**config.mk**
```make
export PLATFORM = sky130hd
export DESIGN_NAME = button_debouncer
export DESIGN_NICKNAME = d
export VERILOG_FILES = /design/src/rtl/alu_pkg.sv /design/src/rtl/debounce_channel.sv /design/src/rtl/button_debouncer.sv
export SDC_FILE = /design/constraint.sdc
export NUM_CORES = 1
export LEC_CHECK = 0
export BUFFER_PORTS_ARGS = -buffer_cell sky130_fd_sc_hd__buf_2
export CORE_ASPECT_RATIO = 1.25
export CORE_UTILIZATION = 61
export DETAILED_ROUTE_END_ITERATION = 6
export GPL_TIMING_DRIVEN = 0
export PLACE_DENSITY = 0.78
export SLEW_MARGIN = 30
export SYNTH_ARGS = -nofsm -noshare
export SYNTH_HDL_FRONTEND = slang
export SYNTH_SLANG_ARGS = --single-unit
```
**constraint.sdc**
```tcl
create_clock -name i_clock -period 5.09 [get_ports i_clock]
set_input_delay 1.018 -clock i_clock [delete_from_list [all_inputs] [get_ports i_clock]]
set_output_delay 1.018 -clock i_clock [all_outputs]
set_load 0.005 [all_outputs]
```
**src/rtl/alu_pkg.sv**
```systemverilog
// Shared constants for the ALU loader path: button count and the index of each
// button channel. The debouncer and the loader both import this package.
package alu_pkg;

    localparam int unsigned NB_BUTTONS  = 3;

    // Button channel indices; the one-hot press pulse for channel i is (1 << i).
    localparam int unsigned BTN_LOAD_A  = 0;
    localparam int unsigned BTN_LOAD_B  = 1;
    localparam int unsigned BTN_LOAD_OP = 2;

    // One-hot press codes as seen by the loader.
    localparam logic [NB_BUTTONS-1:0] CODE_LOAD_A  = NB_BUTTONS'(1) << BTN_LOAD_A;
    localparam logic [NB_BUTTONS-1:0] CODE_LOAD_B  = NB_BUTTONS'(1) << BTN_LOAD_B;
    localparam logic [NB_BUTTONS-1:0] CODE_LOAD_OP = NB_BUTTONS'(1) << BTN_LOAD_OP;

endpackage

```
**src/rtl/debounce_channel.sv**
```systemverilog
// One button channel: two-flop synchroniser, stability counter and debounced level.
// Ports:
//   i_clock   system clock, rising edge
//   i_reset   asynchronous active-low reset
//   i_raw     raw asynchronous button level (1 = pressed)
//   o_level   debounced level (registered)
//   o_rise_c  combinational; high in the cycle whose edge accepts a 0->1 change
module debounce_channel #(
    parameter int unsigned DEBOUNCE_CYCLES = 1000000    // legal range >= 1
) (
    input  logic i_clock,
    input  logic i_reset,
    input  logic i_raw,
    output logic o_level,
    output logic o_rise_c
);

    localparam int unsigned NB_COUNTER = $clog2(DEBOUNCE_CYCLES + 1);
    localparam logic [NB_COUNTER-1:0] LAST_COUNT = NB_COUNTER'(DEBOUNCE_CYCLES - 1);

    logic                  r_sync1;
    logic                  r_sync2;
    logic                  r_stable;
    logic [NB_COUNTER-1:0] r_count;

    logic w_differs;
    logic w_accept;

    assign w_differs = r_sync2 ^ r_stable;
    assign w_accept  = w_differs && (r_count == LAST_COUNT);

    // Synchroniser: only r_sync2 is used downstream.
    always_ff @(posedge i_clock or negedge i_reset) begin
        if (!i_reset) begin
            r_sync1 <= 1'b0;
            r_sync2 <= 1'b0;
        end else begin
            r_sync1 <= i_raw;
            r_sync2 <= r_sync1;
        end
    end

    // Count consecutive disagreeing cycles; any agreement restarts the count.
    always_ff @(posedge i_clock or negedge i_reset) begin
        if (!i_reset) begin
            r_count  <= '0;
            r_stable <= 1'b0;
        end else if (!w_differs) begin
            r_count  <= '0;
        end else if (w_accept) begin
            r_stable <= r_sync2;
            r_count  <= '0;
        end else begin
            r_count  <= r_count + NB_COUNTER'(1);
        end
    end

    assign o_level  = r_stable;
    assign o_rise_c = w_accept & r_sync2;

endmodule

```
**src/rtl/button_debouncer.sv**
```systemverilog
// Debounces N_BUTTONS raw push-buttons and emits a registered one-hot, single-cycle
// press pulse per accepted press. Simultaneous presses are serialised lowest index
// first; none are lost.
// Ports:
//   i_clock    system clock, rising edge
//   i_reset    asynchronous active-low reset
//   i_buttons  raw button levels (1 = pressed), asynchronous to i_clock
//   o_pulses   registered press pulses, at most one bit set, one cycle each
//   o_levels   debounced button levels (registered)
module button_debouncer
    import alu_pkg::*;
#(
    parameter int unsigned N_BUTTONS       = NB_BUTTONS,
    parameter int unsigned DEBOUNCE_CYCLES = 1000000    // legal range >= 1
) (
    input  logic                 i_clock,
    input  logic                 i_reset,
    input  logic [N_BUTTONS-1:0] i_buttons,
    output logic [N_BUTTONS-1:0] o_pulses,
    output logic [N_BUTTONS-1:0] o_levels
);

    logic [N_BUTTONS-1:0] w_rise;
    logic [N_BUTTONS-1:0] w_cand;
    logic [N_BUTTONS-1:0] w_grant;
    logic [N_BUTTONS-1:0] r_pending;
    logic [N_BUTTONS-1:0] r_pulses;

    // One debounce channel per button.
    for (genvar g = 0; g < int'(N_BUTTONS); g++) begin : g_chan
        debounce_channel #(
            .DEBOUNCE_CYCLES (DEBOUNCE_CYCLES)
        ) u_chan (
            .i_clock  (i_clock),
            .i_reset  (i_reset),
            .i_raw    (i_buttons[g]),
            .o_level  (o_levels[g]),
            .o_rise_c (w_rise[g])
        );
    end

    // Lowest set bit of new rises plus still-pending presses wins this cycle.
    always_comb begin
        w_cand  = '0;
        w_grant = '0;
        w_cand  = w_rise | r_pending;
        w_grant = w_cand & (~w_cand + N_BUTTONS'(1));
    end

    // A re-rise on a channel already pending merges into the same pending bit.
    always_ff @(posedge i_clock or negedge i_reset) begin
        if (!i_reset) begin
            r_pulses  <= '0;
            r_pending <= '0;
        end else begin
            r_pulses  <= w_grant;
            r_pending <= w_cand & ~w_grant;
        end
    end

    assign o_pulses = r_pulses;

endmodule

```
==> key figures <==
Synth
  – Synth Register Bits: 74
  – Number of synthesized flops with an enable pin: 0
  – Cells after Synth: 346
  – Mapped Nets: 354
  – Yosys top cell area share: 53.3%
  – Number of distinct library cells after synthesis: 38
  – Syn avg cell area: 10.0 sq um
  – Mapped Area: 3470 sq um
  – Synth top area cells: dfrtp_1 (53%), xnor2_1 (5.3%), nor2_1 (5.1%)
  – Asr flop ratio synth: 100%
  – Synth warnings: 0
  – Ys flop type: dfrtp_1
  – Sequential share of the synthesized area: a little over half
  – Synth area leader: dfrtp_1

STA
  – Sum Neg Setup Slack: 0 ps
  – Final worst slack: 2710 ps
  – Setup violators final: 0
  – Worst slew pin tran: 804 ps
  – Fmax: approximately 420 MHz
  – Rel. slew slack: 46.1%
  – Fin crit share: between 40% and 50%
  – Final hold vios: 0
  – RSZ-0062 raised after global routing: no
  – Slew Viols, Final: 0
  – Clk_skew: approximately 9.6 ps
  – Post-layout minimum cycle time: around 2400 ps

Power and ir drop
  – Clock share of power: 38.4%
  – Switch share: 23.7%
  – Power density cells: 273 nW/um^2
  – Part of the power in registers: about three fifths
  – Switch Pwr: 0.246 mW
  – Combinational share of power: 3.5%
  – Pint: 0.792 mW
  – Leak Pwr: ~1.6 nW
  – Worst vdd ir: 0.195 mV

Placed design
  – HPWL after detailed placement: 4450 um
  – Placed Area: 3630 sq um
  – Pre-CTS worst setup slack: 2710 ps
  – PortBufs: 10
  – GP Congestion: 0.860

CTS
  – Post-cts sizing count: 0
  – Clock Sinks: 74
  – Root Buffer Master: clkbuf_8
  – CTS Buf Count: 9
  – CTS Buffer Depth: 2
  – H-Tree Level Count: 3
  – Hold Buf Count CTS: 0
  – Clock-pin slew on the worst setup and hold paths: 80 ps
  – Clock latency at the later pin of the worst-skew pair: approximately 350 ps
  – Post-CTS Setup Inserts: 0
  – CTS tree: yes

Setup path
  – WS Path Type: flip-flop to flip-flop
  – R2R setup slack: 2710 ps
  – WP data required: 5320 ps
  – Critical path fanouts, max: 10
  – CP Launch Type: flip-flop
  – Crit path DAT: 2610 ps
  – CP endpoint kind: flip-flop

Die
  – Core region area: 5440 sq um
  – Row count: 30
  – Initial Util: 63.8%
  – DIE AREA: 6000 sq um
  – Die Y: 86.4 um
  – Ports: 11
  – Die X: 69.5 um

Final layout
  – # diodes: 0
  – Share of layout cells above drive strength 1: 11.0%
  – Layout area overhead: 9.26%
  – Nets: 376
  – Final Instance Area: 3790 sq um

GRT
  – First-pass GRT wire length: between 10,000 and 15,000 um
  – Initial antenna violation count: 0
  – Total gr overflow: 0
  – Vias in the first global route: 2,565
  – GRT Total Usage: 24.0%
  – Largest net degree at the start of global routing: 39

Route
  – Via density: 5.95
  – Detailed-route via count: 2,595
  – DR WL/cell: about 15 um
  – Iter 0 DRT Violations: 110
  – Post-route DRC: 0
  – Final WL: 6480 um
  – First drt pass iteration count: 4
  – ANT nets after route: 0

Worst hold path
  – Hold Path Class: flip-flop to flip-flop

Job
  – Max-cap violations: 0

Run status
  – Status: complete, no violations
flip-flops by register name, summed over array words and instances (netlist names):
signal                 count
g_chan.u_chan.r_sync1      3
o_pulses                   3
g_chan.u_chan.r_sync2      3
g_chan.u_chan.o_level      3
g_chan.u_chan.r_count     60
r_pending                  2
final timing paths:
kind / cells past startpoint / to / start
worst max-delay path: 6 / g_chan[1].u_chan.r_count[12] / g_chan[1].u_chan.r_count[0]
worst min-delay path: 0 / g_chan[0].u_chan.r_sync2 / g_chan[0].u_chan.r_sync1
worst max register to register: 6 / g_chan[1].u_chan.r_count[12] / g_chan[1].u_chan.r_count[0]
worst min register to register: 0 / g_chan[0].u_chan.r_sync2 / g_chan[0].u_chan.r_sync1
max in group asynchronous: 2 / g_chan[0].u_chan.r_count[10] / i_reset
min in group asynchronous: 1 / g_chan[2].u_chan.r_count[11] / i_reset
critical path, stage by stage, from the launching register on:
cell	delay, ps
dfrtp_1	400
ha_1	230
nand4_1	190
or4_1	630
o21ai_2	420
buf_2	310
nor2_1	80
metal layers:
layer	global-route usage (%)	up-vias	share of wire [%]
met2	41.3	39	50
li1	-	1269	-
met5	0	-	0
met3	4.19	11	2.2
met4	10.2	0	1.8
met1	30.2	1276	46
synthesized netlist by cell type (all sizes together) (3+ instances only):
cell type / instances
ha: 3
and4: 4
nand3: 20
a21oi: 21
nand4: 14
or3: 13
buf: 5
nor2: 47
nand2: 18
inv: 17
nor4: 6
dfrtp: 74
or4: 14
xnor2: 21
nor3: 7
o31ai: 9
o21ai: 14
and3: 4
clkbuf: 5
xor2: 16
nor4b: 3
area by class of cell:
cell class | instances | area, sq um
Fill cell | 399 | 1650
Buffer | 10 | 51.3
Clock buffer | 10 | 138
Multi-Input combinational cell | 245 | 1510
Tap cell | 64 | 80.1
Inverter | 17 | 63.8
Clock inverter | 5 | 31.3
Sequential cell | 74 | 1850
Timing Repair Buffer | 11 | 72.6
metrics by stage:
step	hold WS (ps)	std cells	util, %	power, mW
after detailed placement	347	421	66.6	0.652
final	357	436	69.7	1.04
after floorplan	331	346	-	0.630
after global routing	372	436	69.7	1.08
after global placement	333	420	66.2	0.648
after CTS	364	436	69.7	1.05
logic make-up after synthesis:
| logic type | count (synthesis) | synth area share, % |
|---|---|---|
| buf+inv | 27 | 3.31 |
| fa+ha+maj | 3 | 1.08 |
| mux | 3 | 0.937 |
| flops | 74 | 53.3 |
| simple gates | 156 | 24.1 |
| compound gates | 46 | 7.89 |
| xor+xnor | 37 | 9.33 |
layout by cell type (no fill, tap or decap), types with 2 or more instances in the layout:
cell type / instances
clkbuf_1: 5
xor2_1: 16
nor3_1: 7
nor2_1: 47
dfrtp_1: 74
inv_1: 16
nor4b_1: 3
buf_4: 4
nand3_2: 2
and4_1: 3
o21ai_0: 12
nand3_1: 18
nand2b_1: 2
or4_1: 14
a21oi_1: 21
o41a_1: 2
mux2_2: 2
nand2_1: 18
ha_1: 3
o31ai_1: 8
or3_1: 13
clkinv_2: 3
clkbuf_8: 10
nand4_1: 13
nor4_1: 6
and3_1: 3
xnor2_1: 21
buf_2: 11
power by group through the flow:
stage	registers, mW	logic [mW]	clock network (mW)
after floorplan	0.613	0.0167	0
after global placement	0.614	0.0338	0
after detailed placement	0.615	0.0371	0
after CTS	0.604	0.0373	0.407
after global routing	0.605	0.0424	0.429
final	0.604	0.0359	0.398
Note: power is estimated with default switching activity, not from simulation.
